$ cat src/rtl/riscv_multicycle.sv
// Multi-cycle RV32I core with a single shared memory port and req/ack handshake.
// FETCH -> DECODE -> EXEC -> (MEM -> (WB)) sequencing; any fault parks the core in HALT until reset.
module riscv_multicycle #(
    parameter int XLEN = 32,
    parameter int ADDR = 16,
    parameter logic [ADDR-1:0] RESET_PC = '0
) (
    input  logic            clk,
    input  logic            reset,
    output logic            mem_req,
    output logic            mem_we,
    output logic [ADDR-1:0] mem_addr,
    output logic [XLEN-1:0] mem_wdata,
    input  logic            mem_ack,
    input  logic [XLEN-1:0] mem_rdata,
    output logic [ADDR-1:0] pc_o,
    output logic            retire,
    output logic            halt
);
    typedef enum logic [2:0] {S_FETCH, S_DECODE, S_EXEC, S_MEM, S_WB, S_HALT} state_e;

    localparam logic [6:0] OP_LUI   = 7'h37;
    localparam logic [6:0] OP_AUIPC = 7'h17;
    localparam logic [6:0] OP_JAL   = 7'h6F;
    localparam logic [6:0] OP_JALR  = 7'h67;
    localparam logic [6:0] OP_BR    = 7'h63;
    localparam logic [6:0] OP_LOAD  = 7'h03;
    localparam logic [6:0] OP_STORE = 7'h23;
    localparam logic [6:0] OP_IMM   = 7'h13;
    localparam logic [6:0] OP_REG   = 7'h33;
    localparam logic [ADDR-1:0] PC_STEP = ADDR'(4);

    state_e          state_q;
    logic [ADDR-1:0] pc_q, mem_addr_q;
    logic [31:0]     ir_q;
    logic [XLEN-1:0] a_q, b_q, imm_q, ldata_q, mem_wdata_q;
    logic            mem_req_q, mem_we_q;
    logic [XLEN-1:0] rf_q [0:31];

    logic [6:0] opc_s, f7_s;
    logic [2:0] f3_s;
    logic [4:0] rd_s, rs1_s, rs2_s;
    assign opc_s = ir_q[6:0];
    assign rd_s  = ir_q[11:7];
    assign f3_s  = ir_q[14:12];
    assign rs1_s = ir_q[19:15];
    assign rs2_s = ir_q[24:20];
    assign f7_s  = ir_q[31:25];

    logic            legal_s;
    logic [XLEN-1:0] imm_s;

    // Immediate construction and encoding legality of the latched instruction
    always_comb begin
        legal_s = 1'b0;
        imm_s   = {{20{ir_q[31]}}, ir_q[31:20]};
        case (opc_s)
            OP_LUI, OP_AUIPC: begin
                legal_s = 1'b1;
                imm_s   = {ir_q[31:12], 12'h000};
            end
            OP_JAL: begin
                legal_s = 1'b1;
                imm_s   = {{12{ir_q[31]}}, ir_q[19:12], ir_q[20], ir_q[30:21], 1'b0};
            end
            OP_JALR:  legal_s = (f3_s == 3'b000);
            OP_BR: begin
                legal_s = (f3_s != 3'b010) && (f3_s != 3'b011);
                imm_s   = {{20{ir_q[31]}}, ir_q[7], ir_q[30:25], ir_q[11:8], 1'b0};
            end
            OP_LOAD:  legal_s = (f3_s == 3'b010);
            OP_STORE: begin
                legal_s = (f3_s == 3'b010);
                imm_s   = {{21{ir_q[31]}}, ir_q[30:25], ir_q[11:7]};
            end
            OP_IMM: begin
                case (f3_s)
                    3'b001:  legal_s = (f7_s == 7'h00);
                    3'b101:  legal_s = (f7_s == 7'h00) || (f7_s == 7'h20);
                    default: legal_s = 1'b1;
                endcase
            end
            OP_REG:   legal_s = (f7_s == 7'h00) ||
                                ((f7_s == 7'h20) && ((f3_s == 3'b000) || (f3_s == 3'b101)));
            default:  legal_s = 1'b0;
        endcase
    end

    logic [XLEN-1:0] opb_s, alu_s, res_s, pc_x_s;
    logic [ADDR-1:0] pc4_s, jt_s, rt_s, npc_s;
    logic [4:0]      shamt_s;
    logic            alt_s, taken_s, fault_s, wb_s, ldst_s;

    assign opb_s   = (opc_s == OP_REG) ? b_q : imm_q;
    assign shamt_s = opb_s[4:0];
    assign alt_s   = ir_q[30] && ((opc_s == OP_REG) || (f3_s == 3'b101));
    assign pc_x_s  = {{(XLEN-ADDR){1'b0}}, pc_q};
    assign pc4_s   = pc_q + PC_STEP;
    assign jt_s    = pc_q + imm_q[ADDR-1:0];
    // rs1+imm serves as both the JALR target and the load/store effective address
    assign rt_s    = a_q[ADDR-1:0] + imm_q[ADDR-1:0];
    assign ldst_s  = (opc_s == OP_LOAD) || (opc_s == OP_STORE);

    // ALU for OP / OP-IMM
    always_comb begin
        alu_s = '0;
        case (f3_s)
            3'b000:  alu_s = alt_s ? (a_q - opb_s) : (a_q + opb_s);
            3'b001:  alu_s = a_q << shamt_s;
            3'b010:  alu_s = {{(XLEN-1){1'b0}}, ($signed(a_q) < $signed(opb_s))};
            3'b011:  alu_s = {{(XLEN-1){1'b0}}, (a_q < opb_s)};
            3'b100:  alu_s = a_q ^ opb_s;
            3'b101:  alu_s = alt_s ? XLEN'($signed(a_q) >>> shamt_s) : (a_q >> shamt_s);
            3'b110:  alu_s = a_q | opb_s;
            3'b111:  alu_s = a_q & opb_s;
            default: alu_s = '0;
        endcase
    end

    // Branch condition
    always_comb begin
        taken_s = 1'b0;
        case (f3_s)
            3'b000:  taken_s = (a_q == b_q);
            3'b001:  taken_s = (a_q != b_q);
            3'b100:  taken_s = ($signed(a_q) <  $signed(b_q));
            3'b101:  taken_s = ($signed(a_q) >= $signed(b_q));
            3'b110:  taken_s = (a_q <  b_q);
            3'b111:  taken_s = (a_q >= b_q);
            default: taken_s = 1'b0;
        endcase
    end

    // EXEC outcome: next PC, rd result and alignment faults
    always_comb begin
        npc_s   = pc4_s;
        fault_s = 1'b0;
        wb_s    = 1'b0;
        res_s   = alu_s;
        case (opc_s)
            OP_LUI: begin
                wb_s  = 1'b1;
                res_s = imm_q;
            end
            OP_AUIPC: begin
                wb_s  = 1'b1;
                res_s = pc_x_s + imm_q;
            end
            OP_JAL: begin
                wb_s    = 1'b1;
                res_s   = {{(XLEN-ADDR){1'b0}}, pc4_s};
                npc_s   = jt_s;
                fault_s = (jt_s[1:0] != 2'b00);
            end
            OP_JALR: begin
                wb_s    = 1'b1;
                res_s   = {{(XLEN-ADDR){1'b0}}, pc4_s};
                npc_s   = {rt_s[ADDR-1:1], 1'b0};
                fault_s = rt_s[1];
            end
            OP_BR: begin
                if (taken_s) begin
                    npc_s   = jt_s;
                    fault_s = (jt_s[1:0] != 2'b00);
                end else begin
                    npc_s   = pc4_s;
                end
            end
            OP_LOAD, OP_STORE: fault_s = (rt_s[1:0] != 2'b00);
            OP_IMM, OP_REG:    wb_s = 1'b1;
            default:           fault_s = 1'b1;
        endcase
    end

    logic            rf_we_s;
    logic [XLEN-1:0] rf_wd_s;
    assign rf_we_s = ((state_q == S_EXEC) && wb_s && !fault_s) || (state_q == S_WB);
    assign rf_wd_s = (state_q == S_WB) ? ldata_q : res_s;

    // Register file; x0 is never written so it always reads zero
    always_ff @(posedge clk or posedge reset) begin
        if (reset) begin
            for (int i = 0; i < 32; i++) rf_q[i] <= '0;
        end else if (rf_we_s && (rd_s != 5'd0)) begin
            rf_q[rd_s] <= rf_wd_s;
        end
    end

    // Control sequencer with registered memory-port outputs
    always_ff @(posedge clk or posedge reset) begin
        if (reset) begin
            state_q     <= S_FETCH;
            pc_q        <= RESET_PC;
            ir_q        <= '0;
            a_q         <= '0;
            b_q         <= '0;
            imm_q       <= '0;
            ldata_q     <= '0;
            mem_req_q   <= 1'b1;
            mem_we_q    <= 1'b0;
            mem_addr_q  <= RESET_PC;
            mem_wdata_q <= '0;
        end else begin
            case (state_q)
                S_FETCH: begin
                    if (mem_ack) begin
                        ir_q      <= mem_rdata;
                        mem_req_q <= 1'b0;
                        state_q   <= S_DECODE;
                    end
                end
                S_DECODE: begin
                    a_q     <= rf_q[rs1_s];
                    b_q     <= rf_q[rs2_s];
                    imm_q   <= imm_s;
                    state_q <= legal_s ? S_EXEC : S_HALT;
                end
                S_EXEC: begin
                    if (fault_s) begin
                        state_q <= S_HALT;
                    end else if (ldst_s) begin
                        mem_req_q   <= 1'b1;
                        mem_we_q    <= (opc_s == OP_STORE);
                        mem_addr_q  <= rt_s;
                        mem_wdata_q <= b_q;
                        state_q     <= S_MEM;
                    end else begin
                        pc_q       <= npc_s;
                        mem_req_q  <= 1'b1;
                        mem_we_q   <= 1'b0;
                        mem_addr_q <= npc_s;
                        state_q    <= S_FETCH;
                    end
                end
                S_MEM: begin
                    if (mem_ack && mem_we_q) begin
                        pc_q       <= pc4_s;
                        mem_we_q   <= 1'b0;
                        mem_addr_q <= pc4_s;
                        state_q    <= S_FETCH;
                    end else if (mem_ack) begin
                        ldata_q   <= mem_rdata;
                        mem_req_q <= 1'b0;
                        state_q   <= S_WB;
                    end
                end
                S_WB: begin
                    pc_q       <= pc4_s;
                    mem_req_q  <= 1'b1;
                    mem_we_q   <= 1'b0;
                    mem_addr_q <= pc4_s;
                    state_q    <= S_FETCH;
                end
                S_HALT:  state_q <= S_HALT;
                default: state_q <= S_HALT;
            endcase
        end
    end

    // retire depends on the same-cycle ack for stores, so it is decoded from state
    assign retire    = ((state_q == S_EXEC) && !fault_s && !ldst_s) ||
                       ((state_q == S_MEM) && mem_ack && mem_we_q) ||
                       (state_q == S_WB);
    assign halt      = (state_q == S_HALT);
    assign mem_req   = mem_req_q;
    assign mem_we    = mem_we_q;
    assign mem_addr  = mem_addr_q;
    assign mem_wdata = mem_wdata_q;
    assign pc_o      = pc_q;
endmodule

$ cat config.mk
export PLATFORM = sky130hd
export DESIGN_NAME = riscv_multicycle
export DESIGN_NICKNAME = d
export VERILOG_FILES = /design/src/rtl/riscv_multicycle.sv
export SDC_FILE = /design/constraint.sdc
export NUM_CORES = 2
export LEC_CHECK = 0
export BUFFER_PORTS_ARGS = -buffer_cell sky130_fd_sc_hd__buf_4
export CELL_PAD_IN_SITES_DETAIL_PLACEMENT = 0
export CELL_PAD_IN_SITES_GLOBAL_PLACEMENT = 1
export CORE_ASPECT_RATIO = 0.9
export CORE_MARGIN = 1.5
export CORE_UTILIZATION = 55
export CTS_BUF_LIST = sky130_fd_sc_hd__clkbuf_2 sky130_fd_sc_hd__clkbuf_4 sky130_fd_sc_hd__clkbuf_8
export DETAILED_ROUTE_END_ITERATION = 10
export GPL_ROUTABILITY_DRIVEN = 0
export PLACE_DENSITY = 0.94
export REMOVE_ABC_BUFFERS = 1
export SYNTH_ARGS = -nofsm -noshare
export SYNTH_HDL_FRONTEND = slang
export SYNTH_SLANG_ARGS = --single-unit
$ cat constraint.sdc
create_clock -name clk -period 43.1 [get_ports clk]
set_input_delay 4.31 -clock clk [delete_from_list [all_inputs] [get_ports clk]]
set_output_delay 4.31 -clock clk [all_outputs]
set_load 0.1 [all_outputs]
* Word-level counts from Yosys, hierarchy flattened
Index checks and enable logic that the tools add are counted.
** Operators by class
- Add/subtract/negate cells :: 6
- $lt $le $gt $ge :: 10
- Eq/ne operators :: 32
- Shift operators :: 3
- Mux-type cells :: 46
- Bitwise logic cells :: 8
- Reduce and logical (&&, ||, !) cells :: 43
** Operators by type and width (count)
- bitwise mux 1024 bit :: 1
- binary-select mux 32 bit (select 5 bit) :: 2
- 2-to-1 mux 32 bit :: 9
- one-hot mux 32 bit (8 select lines) :: 1
- demux 32 bit (select 5 bit) :: 1
- one-hot mux 16 bit (3 select lines) :: 3
- < comparator 32 bit :: 4
- one-hot mux 31 bit (4 select lines) :: 1
- 2-to-1 mux 16 bit :: 6
- one-hot mux 32 bit (3 select lines) :: 1
- >= comparator 32 bit :: 2
- adder 16 bit :: 2
- adder 16 x 32 -> 32 bit :: 1
- adder 32 bit :: 1
- bitwise AND 32 bit :: 1
- equality test 32 bit :: 1
- inequality test 32 bit :: 1
- bitwise OR 32 bit :: 1
- << shifter 32 x 5 -> 32 bit :: 1
- right shift 32 x 5 -> 32 bit :: 1
- >>> shifter 32 x 5 -> 32 bit :: 1
- subtractor 32 bit :: 1
- XOR 32 bit :: 1
- equality test 7 x 6 -> 1 bit, second input constant :: 4
- 39 further kinds :: 100
** Word-level totals
- Flip-flop bits (word level) :: 1253
- Input port bits :: 35
- Output and inout port bits :: 68
- Word-level logic and storage cells :: 191

* Logic depth before layout (Yosys ltp)
- Word-level depth :: 9
- Gate-level depth with buffers :: 24
- Depth with buffers taken out :: 18

* Least setup slack after synthesis
Ideal clock, no wire load.
- Kind :: input to output
- Start :: input mem_ack
- End :: output retire
- Data arrival time :: 5.328 ns
- Data required time :: 38.790 ns
- Slack :: 33.462 ns
- Cell stages on the path :: 6
- Path buffers :: 0
- Path through :: nand2_1 nor2_1 a21oi_1 o21ai_2 nand2_1 inv_2
** Between the ends
- Word-level cells in the longest chain between the ends :: 4
** RTL lines
- start, declared :: RTL line 14 : input logic mem_ack,
- logical AND 1 bit (2 in series) :: RTL line 262 : ((state_q == S_MEM) && mem_ack && mem_we_q) ||
- logical OR 1 bit :: RTL line 261 : assign retire = ((state_q == S_EXEC) && !fault_s && !ldst_s) ||
- logical OR 1 bit :: RTL line 262
- end, declared :: RTL line 17 : output logic retire,
Every way passes these cells.

* Worst setup path after layout
- Start :: register a_q[31]
- End :: output retire
** Between the ends
- Word-level cells in the longest chain between the ends :: 9
- Elaborated cells on any way between the ends :: 14
- Classes of those cells :: order compare: 4; eq/ne: 2; mux: 3; reduce/logical: 5
** RTL lines
- start, declared :: RTL line 36 : logic [XLEN-1:0] a_q, b_q, imm_q, ldata_q, mem_wdata_q;
- start signal, assigned :: RTL line 213 : a_q <= rf_q[rs1_s];
- >= comparator 32 bit (tied with other cells) :: RTL line 129 : 3'b111: taken_s = (a_q >= b_q);
- one-hot mux 1 bit (6 select lines) (*) :: RTL line 123 : case (f3_s)
- 2-to-1 mux 1 bit (*) :: RTL line 162 : if (taken_s) begin
- one-hot mux 1 bit (5 select lines) (*) :: RTL line 140 : case (opc_s)
- zero test 1 bit (*) :: RTL line 261
- logical AND 1 bit (*) (2 in series) :: RTL line 261
- logical OR 1 bit (*) :: RTL line 261
- logical OR 1 bit (*) :: RTL line 262
Mark *: on every way between the ends. The rest lies on a longest branch, timed or not.

==> impl_metrics.csv <==
group,metric,value,unit
run_status,status,"complete, but fails checks",
run_status,violations,"design-rule violations",
die,core,139000,sq um
synth,yosysUniqueCellTypes,109,
synth,async_flop_share,100,%
critical_path,crit_fanout,24,
placement,dp.cells,7650,
cts,clk-insertion-delay-late,1.03,ns
synth,yosys_warnings,0,
cts,cts_sinks,1253,
sta,rsz0062_at_grt,"no",
pwr,power_density,28.4,nW/um^2
synth,ys_ff_latch,1253,
grt,track_usage,36.7,%
cts,cts-root-buf,"clkbuf_8",
die,die_w,397,um
route,final_antenna_net_count,0,
synth,synth_top_area_share,40.7,%
finish,final_common_cell,"dfrtp_1",
route,finalWirelength,261000,um
placement,hpwl,166000,um
grt,antenna_found_initial,17,
die,core.rowCount,130,
cts,postCtsSetupRepairBufs,0,
finish,n_fill_cell,10579,
synth,ys.flop_type,"dfrtp_1",
sta,drv_slew,0,
cts,cts.repair.resized,0,
finish,syn2layout_area_growth,8.14,%
pwr,ir_worst_vdd,0.0000347,V
cts,hold_buffers,0,
synth,synth_top_area_cell,"dfrtp_1",
cts,cts_buffer_depth,3,
critical_path,cp-start-kind,"register",
cts,cts_tree,"yes",
die,dieHeight,358,um
run,drv_cap,0,
sta,setup_viol,0,
sta,tightest_slew,1.34,ns
route,wl_per_cell,32.6,um
pwr,power.leakage,36.4,nW
synth,syn_avg_cell_area,12.5,sq um
synth,synthTopCellsByArea,"dfrtp_1 41%, mux4_2 20%, mux2_2 13%",
cts,htree_levels,4,
finish,instances_no_fill,8005,
grt,first_global_vias,57714,
placement,port_buffers,102,
critical_path,crit_path_end_kind,"output pin",
synth,postSynthCellCount,6173,
cts,clk_pin_slew,0.10,ns
worst_hold_path,hold_class,"register to register",
die,top_level_ports,103,
sta,timing.slew.headroom,10.9,%
sta,fin_skew,0.0754,ns
grt,grt.overflow.total,0,
route,viasPerCell,7.28,
route,firstDrtPassIters,11,
finish,most-common-layout-cells,"1241 x dfrtp_1, 878 x mux2_2, 684 x mux4_2",
finish,drive_above_1_share,36.6,%
sta,hold_violations,0,
die,die_area,142000,sq um
die,initial_core_util,55.3,%
finish,seq_area,31400,sq um
grt,grt_max_degree,184,
sta,fin_tns_setup,0,ns
synth,synth_area,77000,sq um
finish,nets,6202,
sta,fmax,89.8,MHz
critical_path,required,38.79,ns
cts,numCtsBuffers,194,
synth,synth-edff-count,0,
route,route.detailed.drc,23,
grt,grt_pass1_wl,385000,um
critical_path,worst-setup-path-type,"register to output pin",
sta,period_share,25.8,%
sta,fin_crit,11.14,ns
synth,yosysSeqAreaShare,40.7,%
finish,multi_input_area,42700,sq um
route,num_vias,58295,
route,drt_iter0_drc,8977,
critical_path,critPathArrivalTime,6.83,ns
cell usage after synthesis (all sizes together), types with 11 or more instances:
master  instances
a311oi         15
mux2          972
inv           181
a21o           39
nand3         108
a211oi         38
buf           217
a31oi          33
ha            165
o21bai         15
nand4          20
o31ai          25
nand2b         15
dfrtp        1252
and3           27
nand2         357
nor4           15
a221oi         18
mux4          688
a22o           12
nor3           62
xor2           35
and2           17
nor2          217
a21oi         242
o21ai         530
o211ai         34
or3            20
xnor2          39
nor2b          29
clkbuf        372
o221ai         11
o32ai          11
o21a           15
mux2i         166
critical path: stages (launching register included):
cell	delay (ns)
dfrtp_1	0.67
ha_1	0.50
nand2_1	0.21
nor4_1	1.01
a21oi_1	0.25
a31oi_4	0.26
mux2i_1	0.58
xnor2_1	0.25
o21a_1	0.52
a21oi_1	0.29
o21ai_2	0.24
buf_4	0.29
nand2_1	0.19
inv_2	0.20
buf_4	0.32
registers in the layout, summed over array words and instances, names as in the netlist:
name and flops:
rf_q 1024, a_q 32, b_q 32, imm_q 32
ir_q 32, ldata_q 32, mem_wdata 32, mem_addr 16
pc_o 16, state_q 3, mem_req 1, mem_we 1
per-stage QoR:
stage,hold WS [ns],instance area [sq um],total power (W),setup WS (ns),utilization (%)
after floorplan,0.365,74400,0.00122,3.48,-
after global placement,0.376,78800,0.00123,32.93,56.6
after detailed placement,0.384,78800,0.00123,32.89,56.6
after CTS,0.397,83200,0.00236,32.47,59.8
after global routing,0.408,83200,0.00242,31.92,59.8
final,0.392,83200,0.00236,31.96,59.8
routing by layer:
metal  track usage, %  share of wire (%)  wire length (um)
met1             48.6                 36             94100
met2             51.7                 42            110000
met3             13.3                 14             36900
met4             22.8                7.3             18900
met5                0              0.082               215
path summary, 6_finish.rpt:
| check | from | to | slack, ns | cells past startpoint |
|---|---|---|---|---|
| min in group asynchronous | reset | rf_q[510] | 3.45 | 2 |
| hold / removal | rf_q[1021] | rf_q[1021] | 0.39 | 0 |
| setup / recovery | a_q[31] | retire | 31.96 | 14 |
| hold reg to reg | rf_q[1021] | rf_q[1021] | 0.39 | 0 |
| max in group asynchronous | reset | rf_q[986] | 35.72 | 6 |
| setup reg to reg | ir_q[3] | rf_q[61] | 35.57 | 18 |
cell families (layout without fill, tap and decap cells):
family / Yosys count / after routing / synth area share, %
multiplexers: 1826 / 1826 / 36.6
flip-flops: 1253 / 1253 / 40.7
AO/OA/AOI/OAI: 1158 / 1158 / 9.09
AND/OR/NAND/NOR: 921 / 921 / 5.79
buffers and inverters: 772 / 753 / 4.17
adder cells (fa/ha/maj): 169 / 169 / 2.79
XOR/XNOR: 74 / 74 / 0.842
other: 0 / 3 / 0
where the power goes:
group | internal [W] | switching (W)
registers | 0.00118 | 0
clock network | 0.000638 | 0.000517
logic | 0.00000308 | 0.0000250
cell type report:
cell class | instances | area share [%]
clock inverters | 58 | 0.902
clock buffers | 294 | 4.43
diodes | 3 | 0.00902
well taps | 1848 | 2.78
inverters | 183 | 0.841
repair buffers | 218 | 2.04
multi-input cells | 4148 | 51.3
flip-flops and latches | 1253 | 37.7
No activity file was read; power rests on OpenSTA's default activity.
